<file path="src/rtl/alu_muldiv_seq_pkg.sv">
// Shared definitions for the multi-cycle multiply/divide sequencer.
// Holds the alu32 opcode constants, the muldiv request op encodings, the
// sequencer state type and a small two's-complement negate helper.
package alu_muldiv_seq_pkg;

  // alu32 opcodes
  localparam logic [3:0] AluAnd = 4'b0000;
  localparam logic [3:0] AluOr  = 4'b0001;
  localparam logic [3:0] AluAdd = 4'b0010;
  localparam logic [3:0] AluSub = 4'b0110;
  localparam logic [3:0] AluSlt = 4'b0111;
  localparam logic [3:0] AluSll = 4'b1000;
  localparam logic [3:0] AluSrl = 4'b1001;
  localparam logic [3:0] AluSra = 4'b1010;

  // Request op encodings; bit 0 selects divide, bit 1 selects signed.
  typedef enum logic [1:0] {
    OpMulu = 2'b00,
    OpDivu = 2'b01,
    OpMuls = 2'b10,
    OpDivs = 2'b11
  } muldiv_op_e;

  typedef enum logic [1:0] {
    StIdle = 2'b00,
    StMul  = 2'b01,
    StDiv  = 2'b10,
    StDone = 2'b11
  } state_e;

  function automatic logic [31:0] neg32(input logic [31:0] x);
    return ~x + 32'd1;
  endfunction

endpackage

</file>
<file path="src/rtl/alu_muldiv_seq_alu32.sv">
// alu32: 32-bit combinational ALU shared by the muldiv sequencer.
// Ports:
//   a_i, b_i  operands
//   op_i      opcode (AluAnd .. AluSra from alu_muldiv_seq_pkg)
//   y_o       result
//   cout_o    carry out of ADD; for SUB it is the no-borrow flag (a >= b unsigned)
module alu32
  import alu_muldiv_seq_pkg::*;
(
  input  logic [31:0] a_i,
  input  logic [31:0] b_i,
  input  logic [3:0]  op_i,
  output logic [31:0] y_o,
  output logic        cout_o
);

  logic        sub;
  logic [31:0] b_inv;
  logic [32:0] sum;

  // SUB and SLT share the adder as a + ~b + 1.
  assign sub   = (op_i == AluSub) || (op_i == AluSlt);
  assign b_inv = sub ? ~b_i : b_i;
  assign sum   = {1'b0, a_i} + {1'b0, b_inv} + {32'd0, sub};

  always_comb begin
    y_o    = '0;
    cout_o = 1'b0;
    case (op_i)
      AluAnd: y_o = a_i & b_i;
      AluOr:  y_o = a_i | b_i;
      AluAdd, AluSub: begin
        y_o    = sum[31:0];
        cout_o = sum[32];
      end
      AluSlt: y_o = {31'd0, $signed(a_i) < $signed(b_i)};
      AluSll: y_o = a_i << b_i[4:0];
      AluSrl: y_o = a_i >> b_i[4:0];
      AluSra: y_o = $unsigned($signed(a_i) >>> b_i[4:0]);
      default: y_o = '0;
    endcase
  end

endmodule

</file>
<file path="src/rtl/alu_muldiv_seq.sv">
// alu_muldiv_seq: 32-iteration shift-add multiplier and restoring divider
// time-sharing one alu32, with valid/ready request and response handshakes.
// Ports:
//   clk, rst_n            clock, asynchronous active-low reset
//   req_valid/req_ready   request handshake (ready only in idle)
//   req_op, req_a, req_b  00 MULU, 01 DIVU, 10 MULS, 11 DIVS; operands
//   resp_valid/resp_ready response handshake
//   resp_hi, resp_lo      product[63:32]/remainder, product[31:0]/quotient
//   busy                  not idle
//   div_zero              returned divide had a zero divisor
// Parameters: DIV0_FAST (divide by zero responds the cycle after accept),
//   ITER_W (iteration counter width, must hold 31).
// Macro MULDIV_SIGNED_EN enables signed MULS/DIVS; otherwise op[1] is ignored.
module alu_muldiv_seq
  import alu_muldiv_seq_pkg::*;
#(
  parameter bit          DIV0_FAST = 1'b1,
  parameter int unsigned ITER_W    = 6
) (
  input  logic        clk,
  input  logic        rst_n,
  input  logic        req_valid,
  output logic        req_ready,
  input  logic [1:0]  req_op,
  input  logic [31:0] req_a,
  input  logic [31:0] req_b,
  output logic        resp_valid,
  input  logic        resp_ready,
  output logic [31:0] resp_hi,
  output logic [31:0] resp_lo,
  output logic        busy,
  output logic        div_zero
);

  state_e            state_q;
  logic [ITER_W-1:0] cnt_q;
  logic [31:0]       b_q;       // multiplicand or divisor
  logic [31:0]       hi_q;      // product high / partial remainder
  logic [31:0]       lo_q;      // multiplier shift / quotient shift
  logic [31:0]       res_hi_q;
  logic [31:0]       res_lo_q;
  logic              div_zero_q;

  logic        is_div, b_zero, last, nb;
  logic [31:0] a_in, b_in;
  logic [31:0] alu_a, alu_b, alu_y, sh;
  logic [3:0]  alu_op;
  logic        alu_cout;
  logic [31:0] hi_n, lo_n, fin_hi, fin_lo;

`ifdef MULDIV_SIGNED_EN
  logic neg_res_q, neg_rem_q;
  logic sa, sb;
`else
  logic unused_op1;
  assign unused_op1 = req_op[1];
`endif

  assign is_div = req_op[0];
  assign b_zero = (req_b == 32'd0);
  assign last   = (cnt_q == ITER_W'(31));

  // Operand conditioning at accept.
  always_comb begin
`ifdef MULDIV_SIGNED_EN
    // The dividend is left alone for a zero divisor so the result comes out unsigned-style.
    sa   = req_op[1] & req_a[31] & ~b_zero;
    sb   = req_op[1] & req_b[31];
    a_in = sa ? neg32(req_a) : req_a;
    b_in = sb ? neg32(req_b) : req_b;
`else
    a_in = req_a;
    b_in = req_b;
`endif
  end

  // One iteration step through the shared ALU.
  always_comb begin
    sh     = {hi_q[30:0], lo_q[31]};
    alu_op = (state_q == StDiv) ? AluSub : AluAdd;
    alu_a  = (state_q == StDiv) ? sh : hi_q;
    alu_b  = ((state_q == StDiv) || lo_q[0]) ? b_q : 32'd0;
    // rem[31] set means the shifted value has a 33rd bit, so it always covers the divisor.
    nb     = alu_cout | hi_q[31];
    if (state_q == StDiv) begin
      hi_n = nb ? alu_y : sh;
      lo_n = {lo_q[30:0], nb};
    end else begin
      hi_n = {alu_cout, alu_y[31:1]};
      lo_n = {alu_y[0], lo_q[31:1]};
    end
    fin_hi = hi_n;
    fin_lo = lo_n;
`ifdef MULDIV_SIGNED_EN
    if (state_q == StDiv) begin
      if (neg_res_q) fin_lo = neg32(lo_n);
      if (neg_rem_q) fin_hi = neg32(hi_n);
    end else if (neg_res_q) begin
      {fin_hi, fin_lo} = ~{hi_n, lo_n} + 64'd1;
    end
`endif
  end

  alu32 u_alu (
    .a_i    (alu_a),
    .b_i    (alu_b),
    .op_i   (alu_op),
    .y_o    (alu_y),
    .cout_o (alu_cout)
  );

  always_ff @(posedge clk or negedge rst_n) begin
    if (!rst_n) begin
      state_q    <= StIdle;
      cnt_q      <= '0;
      b_q        <= '0;
      hi_q       <= '0;
      lo_q       <= '0;
      res_hi_q   <= '0;
      res_lo_q   <= '0;
      div_zero_q <= 1'b0;
`ifdef MULDIV_SIGNED_EN
      neg_res_q  <= 1'b0;
      neg_rem_q  <= 1'b0;
`endif
    end else begin
      unique case (state_q)
        StIdle: begin
          if (req_valid) begin
            cnt_q      <= '0;
            b_q        <= is_div ? b_in : a_in;
            div_zero_q <= is_div & b_zero;
`ifdef MULDIV_SIGNED_EN
            neg_res_q  <= sa ^ sb;
            neg_rem_q  <= sa;
`endif
            if (!is_div) begin
              hi_q    <= '0;
              lo_q    <= b_in;
              state_q <= StMul;
            end else if (b_zero && DIV0_FAST) begin
              res_hi_q <= req_a;
              res_lo_q <= '1;
              state_q  <= StDone;
            end else begin
              hi_q    <= '0;
              lo_q    <= a_in;
              state_q <= StDiv;
            end
          end
        end
        StMul, StDiv: begin
          hi_q  <= hi_n;
          lo_q  <= lo_n;
          cnt_q <= cnt_q + ITER_W'(1);
          if (last) begin
            res_hi_q <= fin_hi;
            res_lo_q <= fin_lo;
            state_q  <= StDone;
          end
        end
        StDone: begin
          if (resp_ready) state_q <= StIdle;
        end
        default: state_q <= StIdle;
      endcase
    end
  end

  assign req_ready  = (state_q == StIdle);
  assign busy       = (state_q != StIdle);
  assign resp_valid = (state_q == StDone);
  assign resp_hi    = res_hi_q;
  assign resp_lo    = res_lo_q;
  assign div_zero   = div_zero_q;

endmodule
</file>
<file path="config.mk">
export PLATFORM = sky130hd
export DESIGN_NAME = alu_muldiv_seq
export DESIGN_NICKNAME = d
export VERILOG_FILES = /design/src/rtl/alu_muldiv_seq_pkg.sv /design/src/rtl/alu_muldiv_seq_alu32.sv /design/src/rtl/alu_muldiv_seq.sv
export SDC_FILE = /design/constraint.sdc
export NUM_CORES = 1
export LEC_CHECK = 0
export ABC_AREA = 1
export CAP_MARGIN = 40
export CORE_MARGIN = 4
export CORE_UTILIZATION = 40
export DETAILED_ROUTE_END_ITERATION = 6
export HOLD_SLACK_MARGIN = 0.1
export RECOVER_POWER = 50
export SETUP_SLACK_MARGIN = 0.05
export SKIP_CTS_REPAIR_TIMING = 1
export SLEW_MARGIN = 0
export SYNTH_ARGS = -nofsm -noshare
export SYNTH_HDL_FRONTEND = slang
export SYNTH_HIERARCHICAL = 1
export SYNTH_SLANG_ARGS = --single-unit
</file>
<file path="constraint.sdc">
create_clock -name clk -period 4.2 [get_ports clk]
set_input_delay 0.63 -clock clk [delete_from_list [all_inputs] [get_ports clk]]
set_output_delay 0.63 -clock clk [all_outputs]
set_load 0.01 [all_outputs]
</file>
==> out/qor.csv <==
stage,metric,value,unit
placement,RD Place Congestion,1.03,
setup_path,"Worst Path Class, Setup",reg -> reg,
synth,synth warn,6,
setup_path,worst-path cell with the longest stage delay,buf_6,
synth,synth cell count leaders,"nand2_1 (1219), nand3_1 (314), nor2_1 (222), inv_1 (204), dfrtp_1 (169)",
setup_path,Setup crit end kind,flip-flop,
synth,"area leader, netlist",nand2_1,
synth,"flops & latches, synth",169,
route,via count,21087,
grt,largest net degree at the start of global routing,76,
synth,Post-synth EDFFs,0,
pwr,VDD IR max,0.613,mV
cells_and_area,final core occ,0.480,
synth,synthesized area per cell,6.04,um^2
cells_and_area,Ant. Diodes,0,
setup_path,crit start category,flip-flop,
synth,synthesized instance count,3069,
pwr,P_leak,0.0112,uW
sta,RSZ-0062 raised after global routing,yes,
clocking,worst skew pair latency,450,ps
sta,Fin. Hold Viols,0,
route,drt drc,0,
pwr,combinational fraction of design power,0.764,
sta,Worst Tran Pin Value,2260,ps
clocking,clk sinks,169,
route,Routed WL,79500,um
synth,"Top FF cell, synth",dfrtp_1,
placement,I/O Buffers,136,
cells_and_area,multi-input logic area,12900,um^2
die,io pins,138,
sta,minimum clock period,4020,ps
sta,Slew HR,-0.507,
cells_and_area,fill count,4866,
synth,"Distinct cells, synth",56,
pwr,Sw Ratio,0.564,
sta,f_max,0.249,GHz
die,die width,223,um
cells_and_area,register area,4230,um^2
clocking,maximum clock path buffer count,2,
route,Iteration-0 DRC Markers,1811,
cells_and_area,fin nets,3422,
route,wire length per cell,20.8,um
clocking,htree depth,4,
setup_path,Crit path arrival time,4350,ps
setup_path,CP max FO,70,
synth,register area share after synthesis,0.228,
setup_path,Max stage delay on crit path,430,ps
setup_path,Worst R2R Setup Slack,180,ps
pwr,power share of the clock group,0.082,
grt,number of global-route vias before repair,19903,
clocking,clock root buffer,clkbuf_16,
route,number of vias per cell,5.52,
setup_path,worst r2r path cells,24,
sta,Setup Viol. Count Final,0,
sta,crit share post-route,0.958,
die,Die H,223,um
setup_path,worst endpoint required time,4530,ps
min_path,Hold Path Class,reg -> reg,
clocking,CTS tree,done,
run,Max-Cap Viols,5,
route,Detail Route Antenna Nets,0,
min_path,WHS Path Cells,2,
grt,total grt overflow,0,
cells_and_area,"Design Area, Final",21900,um^2
synth,ys async rst share,1.00,
die,core area,45600,um^2
die,Rows,78,
clocking,Num CTS Buffers,17,
die,Die ar.,49900,um^2
synth,most frequent cell after synthesis,nand2_1,
placement,Post-DP Area,21000,um^2
synth,synth top area cells,"nand2_1 (25%), dfrtp_1 (23%), ha_1 (9.5%)",
grt,GRT Util Overall,0.303,
clocking,"Clk pin slew, worst setup/hold paths",70,ps
setup_path,CP dominant cell by count,nand2_1,
setup_path,worst-path cell chain,inv_2 > ha_4 > nor2_4 > buf_12 > clkbuf_16 > nor2_4 > buf_4 > buf_6 > inv_4 > ha_1 > nand2_1 > o21ai_0 > a221oi_1 > nand2_1 > nor2_1 > nand2_1 > inv_1 > o21ai_0 > nand2_1 > nand2_1 > nand2_1 > nand2_1 > nand3_1 > nand2_1,
pwr,power per cell area,864,nW/um^2
grt,global-route wire length before repair,119000,um
cells_and_area,layout cells sized above 1,0.101,
grt,antenna violations before repair,0,
synth,mapped cell area,18500,um^2
pwr,register share of total power,0.154,
placement,hpwl dp,60700,um
cells_and_area,Area Overhead vs Synth,18.1,%
pwr,Int Pwr,8240,uW
synth,Synth top area share,0.247,
status,status,"complete, but fails checks",
sta,Max Slew Vio Count,331,
sta,clk_skew,11.2,ps
die,Starting Density,0.407,
status,failing checks,"capacitance limit, slew limit",
route,Initial DRT Pass Iterations,6,
pwr,sw power,10700,uW
## state kept, by name, summed over array words and instances, names as in the netlist
register	flops
b_q	32
cnt_q	6
div_zero	1
hi_q	32
lo_q	32
resp_hi	32
resp_lo	32
state_q	2
## placed cells by master (no fill, tap or decap), drive strengths merged, types with 10 or more instances in the layout
cell type,netlist,layout
ha,141,141
o22ai,34,34
nand3b,48,48
a21oi,133,133
nor2,228,228
clkbuf,55,26
or2,42,42
xor2,31,31
o211ai,28,28
conb,2,11
nor3,13,13
dlygate4sd3,0,17
a211oi,10,10
buf,118,143
clkdlybuf4s50,0,117
o21a,16,16
a21boi,32,32
inv,218,224
o21ai,163,163
nand3,315,315
nand4,11,11
dfrtp,169,169
nand2,1222,1222
## layout make-up
class                   count  area share
flip-flops and latches    169       0.193
clock inverters            15     0.00651
multi-input cells        2516       0.589
repair buffers            286       0.120
inverters                 220      0.0378
clock buffers              17      0.0194
well taps                 600      0.0343
## cell families (layout without fill, tap and decap cells)
kind of cell,Yosys count,after routing,synth area share
AND/OR/NAND/NOR,1886,1886,0.424
XOR/XNOR,32,32,0.0151
AO/OA/AOI/OAI,440,440,0.139
buffers and inverters,393,538,0.0939
multiplexers,5,5,0.00337
flip-flops,169,169,0.228
other,2,11,0.000405
adder cells (fa/ha/maj),142,142,0.0962
## routing by layer
metal,part of all wire,routed length [um],GRT usage,vias to the layer above
met5,0,0,0,-
met4,0.034,2700,0.101,0
met3,0.056,4450,0.0261,109
met2,0.47,37500,0.504,788
met1,0.44,34900,0.417,10019
li1,-,-,-,10171
## worst paths after layout
| kind | from | endpoint |
|---|---|---|
| max | state_q[0] | resp_hi[0] |
| min | resp_hi[5] | resp_hi[5] |
| max reg2reg | state_q[0] | resp_hi[0] |
| min reg2reg | resp_hi[5] | resp_hi[5] |
| max in group asynchronous | rst_n | resp_hi[10] |
| min in group asynchronous | rst_n | resp_lo[26] |
## power groups by stage
stage                     logic, uW  registers, uW  clock network, uW
after global placement        13600           2910                  0
after CTS                     13900           2900               1590
after global routing          15900           2990               1640
after floorplan                9090           2940                  0
after detailed placement      13800           2930                  0
final                         14500           2900               1560
## per-stage QoR
stage          setup WS (ps)  total power [uW]  setup TNS, ps  cells  hold slack [ps]
6_report                 177             18900              0   3823              469
5_1_grt                -3.53             20500          -3.53   3823              487
4_1_cts                  139             18400              0   3812              226
3_5_place_dp             164             16700              0   3780              459
3_3_place_gp             219             16500              0   3780              458
2_1_floorplan           72.2             12000              0   3078              334
## worst max-delay path, delay by kind of cell (launching register included)
family	cells	cell delay [ps]
buffers and inverters	7	1210
AO/OA/AOI/OAI	3	510
adder cells (fa/ha/maj)	2	440
flip-flops	1	390
AND/OR/NAND/NOR	12	1390
No activity file was read; power rests on OpenSTA's default activity.
